<file path="src/rtl/seg_pkg.sv">
// Shared types and constants for the seven-segment scan controller.
// Holds the segment width, FSM state encoding and the digit-slice helper.
package seg_pkg;

    localparam int unsigned SEG_W      = 7;
    localparam int unsigned MAX_DIGITS = 8;
    localparam int unsigned IDX_MAX_W  = 3;
    localparam int unsigned DATA_MAX_W = SEG_W * MAX_DIGITS;

    localparam logic [SEG_W-1:0] SEG_BLANK = 7'b0;

    typedef enum logic [1:0] {
        IDLE  = 2'd0,
        BLANK = 2'd1,
        SHOW  = 2'd2
    } state_t;

    // Pattern of digit idx from a packed frame, zero-extended to the widest bank.
    function automatic logic [SEG_W-1:0] digit_slice(
        input logic [DATA_MAX_W-1:0] data,
        input logic [IDX_MAX_W-1:0]  idx
    );
        return data[32'(idx) * SEG_W +: SEG_W];
    endfunction

endpackage

</file>
<file path="src/rtl/seg_frame_buf.sv">
// Double frame buffer: load fills the shadow copy, swap commits it to the
// active copy at frame end so a frame is never shown half old, half new.
module seg_frame_buf
    import seg_pkg::*;
#(
    parameter int unsigned NUM_DIGITS = 4
) (
    input  logic                          clk,
    input  logic                          rst_n,
    input  logic                          load,
    input  logic [SEG_W*NUM_DIGITS-1:0]   digit_data,
    input  logic                          swap,
    input  logic [$clog2(NUM_DIGITS)-1:0] rd_idx,
    output logic [SEG_W-1:0]              rd_seg_c,
    output logic                          pending
);

    localparam int unsigned DATA_W = SEG_W * NUM_DIGITS;

    logic [DATA_W-1:0] shadow;
    logic [DATA_W-1:0] active;

    // A load coinciding with a swap commits the old shadow and keeps pending set.
    always_ff @(posedge clk or negedge rst_n) begin
        if (!rst_n) begin
            shadow  <= '0;
            active  <= '0;
            pending <= 1'b0;
        end else begin
            if (swap && pending) begin
                active <= shadow;
            end
            if (load) begin
                shadow  <= digit_data;
                pending <= 1'b1;
            end else if (swap) begin
                pending <= 1'b0;
            end
        end
    end

    always_comb begin
        rd_seg_c = digit_slice(DATA_MAX_W'(active), IDX_MAX_W'(rd_idx));
    end

endmodule

</file>
<file path="src/rtl/seg_scan_ctrl.sv">
// Seven-segment scan controller: walks the digits with a dark guard between
// them and drives registered segment/anode outputs from the next state.
module seg_scan_ctrl
    import seg_pkg::*;
#(
    parameter int unsigned NUM_DIGITS   = 4,
    parameter int unsigned REFRESH_DIV  = 100000,
    parameter int unsigned BLANK_CYCLES = 16
) (
    input  logic                        clk,
    input  logic                        rst_n,
    input  logic                        enable,
    input  logic [SEG_W*NUM_DIGITS-1:0] digit_data,
    input  logic                        load,
    output logic [SEG_W-1:0]            seg,
    output logic [NUM_DIGITS-1:0]       an_n,
    output logic                        frame_done,
    output logic                        pending
);

    localparam int unsigned IDX_W   = $clog2(NUM_DIGITS);
    localparam int unsigned CNT_MAX = (REFRESH_DIV > BLANK_CYCLES) ? REFRESH_DIV : BLANK_CYCLES;
    localparam int unsigned CNT_W   = (CNT_MAX > 1) ? $clog2(CNT_MAX) : 1;

    localparam logic [CNT_W-1:0] SHOW_LAST  = CNT_W'(REFRESH_DIV - 1);
    localparam logic [CNT_W-1:0] BLANK_LAST = CNT_W'(BLANK_CYCLES - 1);
    localparam logic [IDX_W-1:0] IDX_LAST   = IDX_W'(NUM_DIGITS - 1);

    state_t             state;
    state_t             state_nx;
    logic [CNT_W-1:0]   cnt;
    logic [CNT_W-1:0]   cnt_nx;
    logic [IDX_W-1:0]   idx;
    logic [IDX_W-1:0]   idx_nx;
    logic               swap;
    logic [SEG_W-1:0]   rd_seg_c;
    logic [SEG_W-1:0]   seg_nx;
    logic [NUM_DIGITS-1:0] an_n_nx;

    seg_frame_buf #(
        .NUM_DIGITS (NUM_DIGITS)
    ) u_frame_buf (
        .clk        (clk),
        .rst_n      (rst_n),
        .load       (load),
        .digit_data (digit_data),
        .swap       (swap),
        .rd_idx     (idx_nx),
        .rd_seg_c   (rd_seg_c),
        .pending    (pending)
    );

    // State, counter, index and output registers.
    always_ff @(posedge clk or negedge rst_n) begin
        if (!rst_n) begin
            state      <= IDLE;
            cnt        <= '0;
            idx        <= '0;
            seg        <= SEG_BLANK;
            an_n       <= '1;
            frame_done <= 1'b0;
        end else begin
            state      <= state_nx;
            cnt        <= cnt_nx;
            idx        <= idx_nx;
            seg        <= seg_nx;
            an_n       <= an_n_nx;
            frame_done <= swap;
        end
    end

    // Next-state logic; swap marks the SHOW exit of the last digit.
    always_comb begin
        state_nx = state;
        cnt_nx   = cnt;
        idx_nx   = idx;
        swap     = 1'b0;
        if (!enable) begin
            state_nx = IDLE;
            cnt_nx   = '0;
            idx_nx   = '0;
        end else begin
            unique case (state)
                IDLE: begin
                    state_nx = BLANK;
                    cnt_nx   = '0;
                    idx_nx   = '0;
                end
                BLANK: begin
                    if (cnt == BLANK_LAST) begin
                        state_nx = SHOW;
                        cnt_nx   = '0;
                    end else begin
                        cnt_nx = cnt + CNT_W'(1);
                    end
                end
                SHOW: begin
                    if (cnt == SHOW_LAST) begin
                        state_nx = BLANK;
                        cnt_nx   = '0;
                        if (idx == IDX_LAST) begin
                            idx_nx = '0;
                            swap   = 1'b1;
                        end else begin
                            idx_nx = idx + IDX_W'(1);
                        end
                    end else begin
                        cnt_nx = cnt + CNT_W'(1);
                    end
                end
                default: begin
                    state_nx = IDLE;
                    cnt_nx   = '0;
                    idx_nx   = '0;
                end
            endcase
        end
    end

    // Output decode from the next state so outputs move with the state.
    always_comb begin
        seg_nx  = SEG_BLANK;
        an_n_nx = '1;
        if (state_nx == SHOW) begin
            seg_nx  = rd_seg_c;
            an_n_nx = ~(NUM_DIGITS'(1) << idx_nx);
        end
    end

endmodule

</file>
<file path="config.mk">
export PLATFORM = sky130hd
export DESIGN_NAME = seg_scan_ctrl
export DESIGN_NICKNAME = d
export VERILOG_FILES = /design/src/rtl/seg_pkg.sv /design/src/rtl/seg_frame_buf.sv /design/src/rtl/seg_scan_ctrl.sv
export SDC_FILE = /design/constraint.sdc
export NUM_CORES = 1
export LEC_CHECK = 0
export ABC_AREA = 1
export ABC_CLOCK_PERIOD_IN_PS = 2400
export CELL_PAD_IN_SITES_DETAIL_PLACEMENT = 1
export CELL_PAD_IN_SITES_GLOBAL_PLACEMENT = 1
export CORE_MARGIN = 5
export CORE_UTILIZATION = 30
export CTS_BUF_LIST = sky130_fd_sc_hd__clkbuf_16
export DETAILED_ROUTE_END_ITERATION = 7
export PLACE_DENSITY = 0.57
export SYNTH_ARGS = -nofsm -noshare
export SYNTH_HDL_FRONTEND = slang
export SYNTH_HIERARCHICAL = 1
export SYNTH_SLANG_ARGS = --single-unit
export TNS_END_PERCENT = 30
</file>
<file path="constraint.sdc">
create_clock -name clk -period 2.4 [get_ports clk]
set_input_delay 0.48 -clock clk [delete_from_list [all_inputs] [get_ports clk]]
set_output_delay 0.48 -clock clk [all_outputs]
set_load 0.01 [all_outputs]
</file>
==> impl_table.tex <==
\begin{tabular}{lr}
\hline
Metric & Value \\
\hline
\multicolumn{2}{l}{\textbf{Status}} \\
\quad Run status & finished clean \\
\multicolumn{2}{l}{\textbf{STA}} \\
\quad Highest Clock Rate & 458.5 MHz \\
\quad WHS & 58.00 ps \\
\quad Slew Limit Fails & 0 \\
\quad Total negative setup slack & 0 ps \\
\quad Final hold violation count & 0 \\
\quad Unrepaired setup endpoints after global routing & no \\
\quad Max transition margin & 66.66\% \\
\quad Final Cycle Share & 90.88\% \\
\quad Worst setup skew after layout & approximately 5.5 ps \\
\quad Slew at the pin closest to its max-slew limit & 500.1 ps \\
\quad Clock period minus worst slack & 2181 ps \\
\quad Setup-violating endpoint count in the final report & 0 \\
\multicolumn{2}{l}{\textbf{Drt}} \\
\quad Iteration count of the initial detailed-routing pass & 4 \\
\quad Vias post-DR & a little over 3k \\
\quad Ratio of routed vias to standard cells & 4.339 \\
\quad Detailed Route WL & 9585 um \\
\quad Mean routed wirelength per cell & 13.44 um \\
\quad DRT antenna net count & 0 \\
\quad Iteration-0 DRC Markers & about 110 \\
\quad DRC Markers & 0 \\
\multicolumn{2}{l}{\textbf{Critical path}} \\
\quad Crit path capture type & flip-flop \\
\quad CP dominant cell by count & sky130\_fd\_sc\_hd\_\_nand2\_1 \\
\quad Crit path cell chain & or2\_4, nor2\_4, nand3\_2, o21ai\_1, a21oi\_2, buf\_4, nand2\_1, nand3\_1, nand2\_1, nor3b\_1 \\
\quad Nature of the critical path startpoint & flip-flop \\
\quad Required @ worst endpoint & 2650 ps \\
\quad Highest fanout seen on the critical path & 17 \\
\quad Data arrival time of the worst path & 2430 ps \\
\quad Slowest cell on crit path & sky130\_fd\_sc\_hd\_\_dfrtp\_1 \\
\quad CP peak stage delay & 400 ps \\
\quad Critical path type & reg2reg \\
\multicolumn{2}{l}{\textbf{GRT}} \\
\quad Global Route Usage Sum & between 10\% and 20\% \\
\quad Antenna violations before repair & 0 \\
\quad Total grt overflow & 0 \\
\quad Global-route wire length before repair & 16,700 um \\
\quad Vias in the first global route & 3,438 \\
\quad Maximum number of pins on one net before global-route repair & 62 \\
\multicolumn{2}{l}{\textbf{Place}} \\
\quad Post-detail-place hpwl & a little over 7000 um \\
\quad Instance area after placement & 4808 sq um \\
\quad Final GP Congestion & 0.7904 \\
\quad Port Buffers & 44 \\
\multicolumn{2}{l}{\textbf{Power and ir drop}} \\
\quad Peak supply drop & 0.3200 mV \\
\quad Leakage power figure & 2.302 nW \\
\quad Pwr dens & 620.4 nW/um\^{}2 \\
\quad Overall Power & 3.166 mW \\
\multicolumn{2}{l}{\textbf{Clock network}} \\
\quad Insertion delay of the later-clocked pin in the worst-skew pair & 350 ps \\
\quad Clock-pin slew on the worst setup and hold paths & 60 ps \\
\quad H-Tree Depth & 3 \\
\quad Root buffer selected by CTS & sky130\_fd\_sc\_hd\_\_clkbuf\_16 \\
\quad Post\_cts resized & 0 \\
\quad TritonCTS clock tree & yes \\
\quad Deepest clock path buffer count & 2 \\
\quad Number of buffers created by CTS & 9 \\
\quad Clock Sink Count & 90 \\
\quad Hold bufs inserted after CTS & 0 \\
\quad Setup Buffers After CTS & 0 \\
\multicolumn{2}{l}{\textbf{Cells and area}} \\
\quad Layout area overhead & 21.00\% \\
\quad Final instance area & just over 5000 sq um \\
\quad Finished Core Util & 36.91\% \\
\quad Inserted Diodes & 0 \\
\quad Most frequent cells in the layout & sky130\_fd\_sc\_hd\_\_nand2\_1, sky130\_fd\_sc\_hd\_\_dfrtp\_1, sky130\_fd\_sc\_hd\_\_inv\_1 \\
\quad Commonest non-fill, non-tap cell in the layout & sky130\_fd\_sc\_hd\_\_nand2\_1 \\
\quad \# nets final & around 570 \\
\quad Share of final-layout standard cells stronger than drive strength 1 & 10.69\% \\
\quad Layout filler cell count & between 1.5k and 2k \\
\multicolumn{2}{l}{\textbf{Yosys}} \\
\quad Post-Synthesis Mean Instance Area & 8.732 sq um \\
\quad Distinct cells, synth & 33 \\
\quad Proportion of synthesized chip area in sequential cells & 53.52\% \\
\quad Netlist Area Pre-Place & 4218 sq um \\
\quad Warnings, synthesis & 6 \\
\quad Net count of the mapped netlist & about 520 \\
\quad Post-Synthesis Cells & $\sim$480 \\
\quad \#FFs+latches synth & 90 \\
\multicolumn{2}{l}{\textbf{Floorplanning}} \\
\quad Number of rows created at floorplan & 43 \\
\quad I/O pin cnt & 45 \\
\quad Die Area & 16,530 sq um \\
\quad Die span in x & $\sim$130 um \\
\quad Std-Cell Core Area & 13,830 sq um \\
\quad Effective utilization at floorplan & 30.50\% \\
\quad Die Span Y & 128.6 um \\
\multicolumn{2}{l}{\textbf{Min path}} \\
\quad Min-delay worst type & in2async \\
\multicolumn{2}{l}{\textbf{Job}} \\
\quad Maximum capacitance violations & 0 \\
\hline
\end{tabular}
where the power goes:
group | switching [mW] | total [mW] | internal [mW]
logic | 0.109 | 0.188 | 0.0788
registers | 0.0134 | 1.57 | 1.56
clock network | 0.602 | 1.40 | 0.803
routing by layer:
| layer | vias up | global-route usage, % | routed length, um |
|---|---|---|---|
| met5 | - | 0 | 0 |
| met1 | 1459 | 16.95 | 4704 |
| met2 | 41 | 20.29 | 4388 |
| met3 | 11 | 3.362 | 327 |
| met4 | 0 | 5.374 | 165 |
| li1 | 1583 | - | - |
layout make-up:
type | instances | area [sq um] | share of cell area, %
inverter | 81 | 304.0 | 5.957
multi-input combinational | 296 | 1519 | 29.76
sequential | 90 | 2257 | 44.23
clock inverter | 7 | 70.07 | 1.373
clock buffer | 9 | 225.2 | 4.413
timing repair buffer | 50 | 503.0 | 9.855
tap | 180 | 225.2 | 4.413
stage by stage:
stage	std cells	setup WS (ps)
3_5_place_dp	697	135.8
3_3_place_gp	697	151.0
5_1_grt	713	47.59
4_1_cts	713	214.6
6_report	713	219.0
2_1_floorplan	483	467.7
cell usage after synthesis:
| cell type | instances | share of area (%) |
|---|---|---|
| sky130_fd_sc_hd__nand3_2 | 4 | 0.95 |
| sky130_fd_sc_hd__xor2_1 | 2 | 0.42 |
| sky130_fd_sc_hd__nor3b_1 | 9 | 1.6 |
| sky130_fd_sc_hd__ha_1 | 6 | 1.8 |
| sky130_fd_sc_hd__and2_2 | 1 | 0.18 |
| sky130_fd_sc_hd__nand3_1 | 25 | 3.0 |
| sky130_fd_sc_hd__nor2_1 | 27 | 2.4 |
| sky130_fd_sc_hd__nor2_2 | 2 | 0.30 |
| sky130_fd_sc_hd__dfrtp_1 | 86 | 51 |
| sky130_fd_sc_hd__nand2_1 | 122 | 11 |
| sky130_fd_sc_hd__inv_1 | 80 | 7.1 |
| sky130_fd_sc_hd__dfstp_2 | 4 | 2.5 |
| sky130_fd_sc_hd__o21ai_1 | 12 | 1.4 |
| sky130_fd_sc_hd__nand2_2 | 7 | 1.0 |
| sky130_fd_sc_hd__nor3_1 | 7 | 0.83 |
| sky130_fd_sc_hd__buf_6 | 8 | 2.1 |
| sky130_fd_sc_hd__a21oi_2 | 2 | 0.42 |
| sky130_fd_sc_hd__nand4_1 | 2 | 0.30 |
| sky130_fd_sc_hd__a31oi_1 | 1 | 0.15 |
| sky130_fd_sc_hd__nor2_4 | 4 | 1.1 |
| sky130_fd_sc_hd__nor3_2 | 3 | 0.71 |
| sky130_fd_sc_hd__nor3b_2 | 2 | 0.59 |
| sky130_fd_sc_hd__xnor2_1 | 3 | 0.62 |
| sky130_fd_sc_hd__inv_2 | 1 | 0.089 |
| sky130_fd_sc_hd__o21bai_1 | 1 | 0.18 |
| sky130_fd_sc_hd__buf_4 | 4 | 0.71 |
| sky130_fd_sc_hd__nand3_4 | 2 | 0.83 |
| sky130_fd_sc_hd__nand2_4 | 1 | 0.27 |
| sky130_fd_sc_hd__or2_4 | 1 | 0.21 |
| sky130_fd_sc_hd__a21oi_1 | 4 | 0.47 |
| sky130_fd_sc_hd__buf_2 | 2 | 0.24 |
| sky130_fd_sc_hd__o21ai_0 | 46 | 5.5 |
| sky130_fd_sc_hd__clkbuf_1 | 2 | 0.18 |
cell families (layout without fill, tap and decap cells):
kind of cell             count (synthesis)  count (layout)  synth area share [%]
adder cells (fa/ha/maj)                  6               6                 1.780
buffers and inverters                   97             147                 10.47
flip-flops                              90              90                 53.52
AO/OA/AOI/OAI                           66              66                 8.099
XOR/XNOR                                 5               5                 1.038
AND/OR/NAND/NOR                        219             219                 25.10
final timing paths:
| check | endpoint | slack (ps) | startpoint | cells after the start |
|---|---|---|---|---|
| worst min-delay path | cnt[13] | 60 | rst_n | 1 |
| max in group asynchronous | seg[0] | 1670 | rst_n | 2 |
| min in group clk | cnt[0] | 480 | cnt[0] | 1 |
| worst max-delay path | seg[4] | 220 | cnt[12] | 10 |
| worst min register to register | cnt[0] | 480 | cnt[0] | 1 |
| worst max register to register | seg[4] | 220 | cnt[12] | 10 |
registers in the layout (all words and copies together) (netlist names):
signal and cells:
u_frame_buf/pending 1, u_frame_buf/active 28, state 2, seg 7, idx 2, u_frame_buf/shadow 28, frame_done 1, cnt 17
an_n 4
worst max-delay path, delay by kind of cell, from the launching register on:
family	cells	cell delay (ps)
AND/OR/NAND/NOR	7	1100
flip-flops	1	400
AO/OA/AOI/OAI	2	370
buffers and inverters	1	210
(Power assumes the default switching activity.)
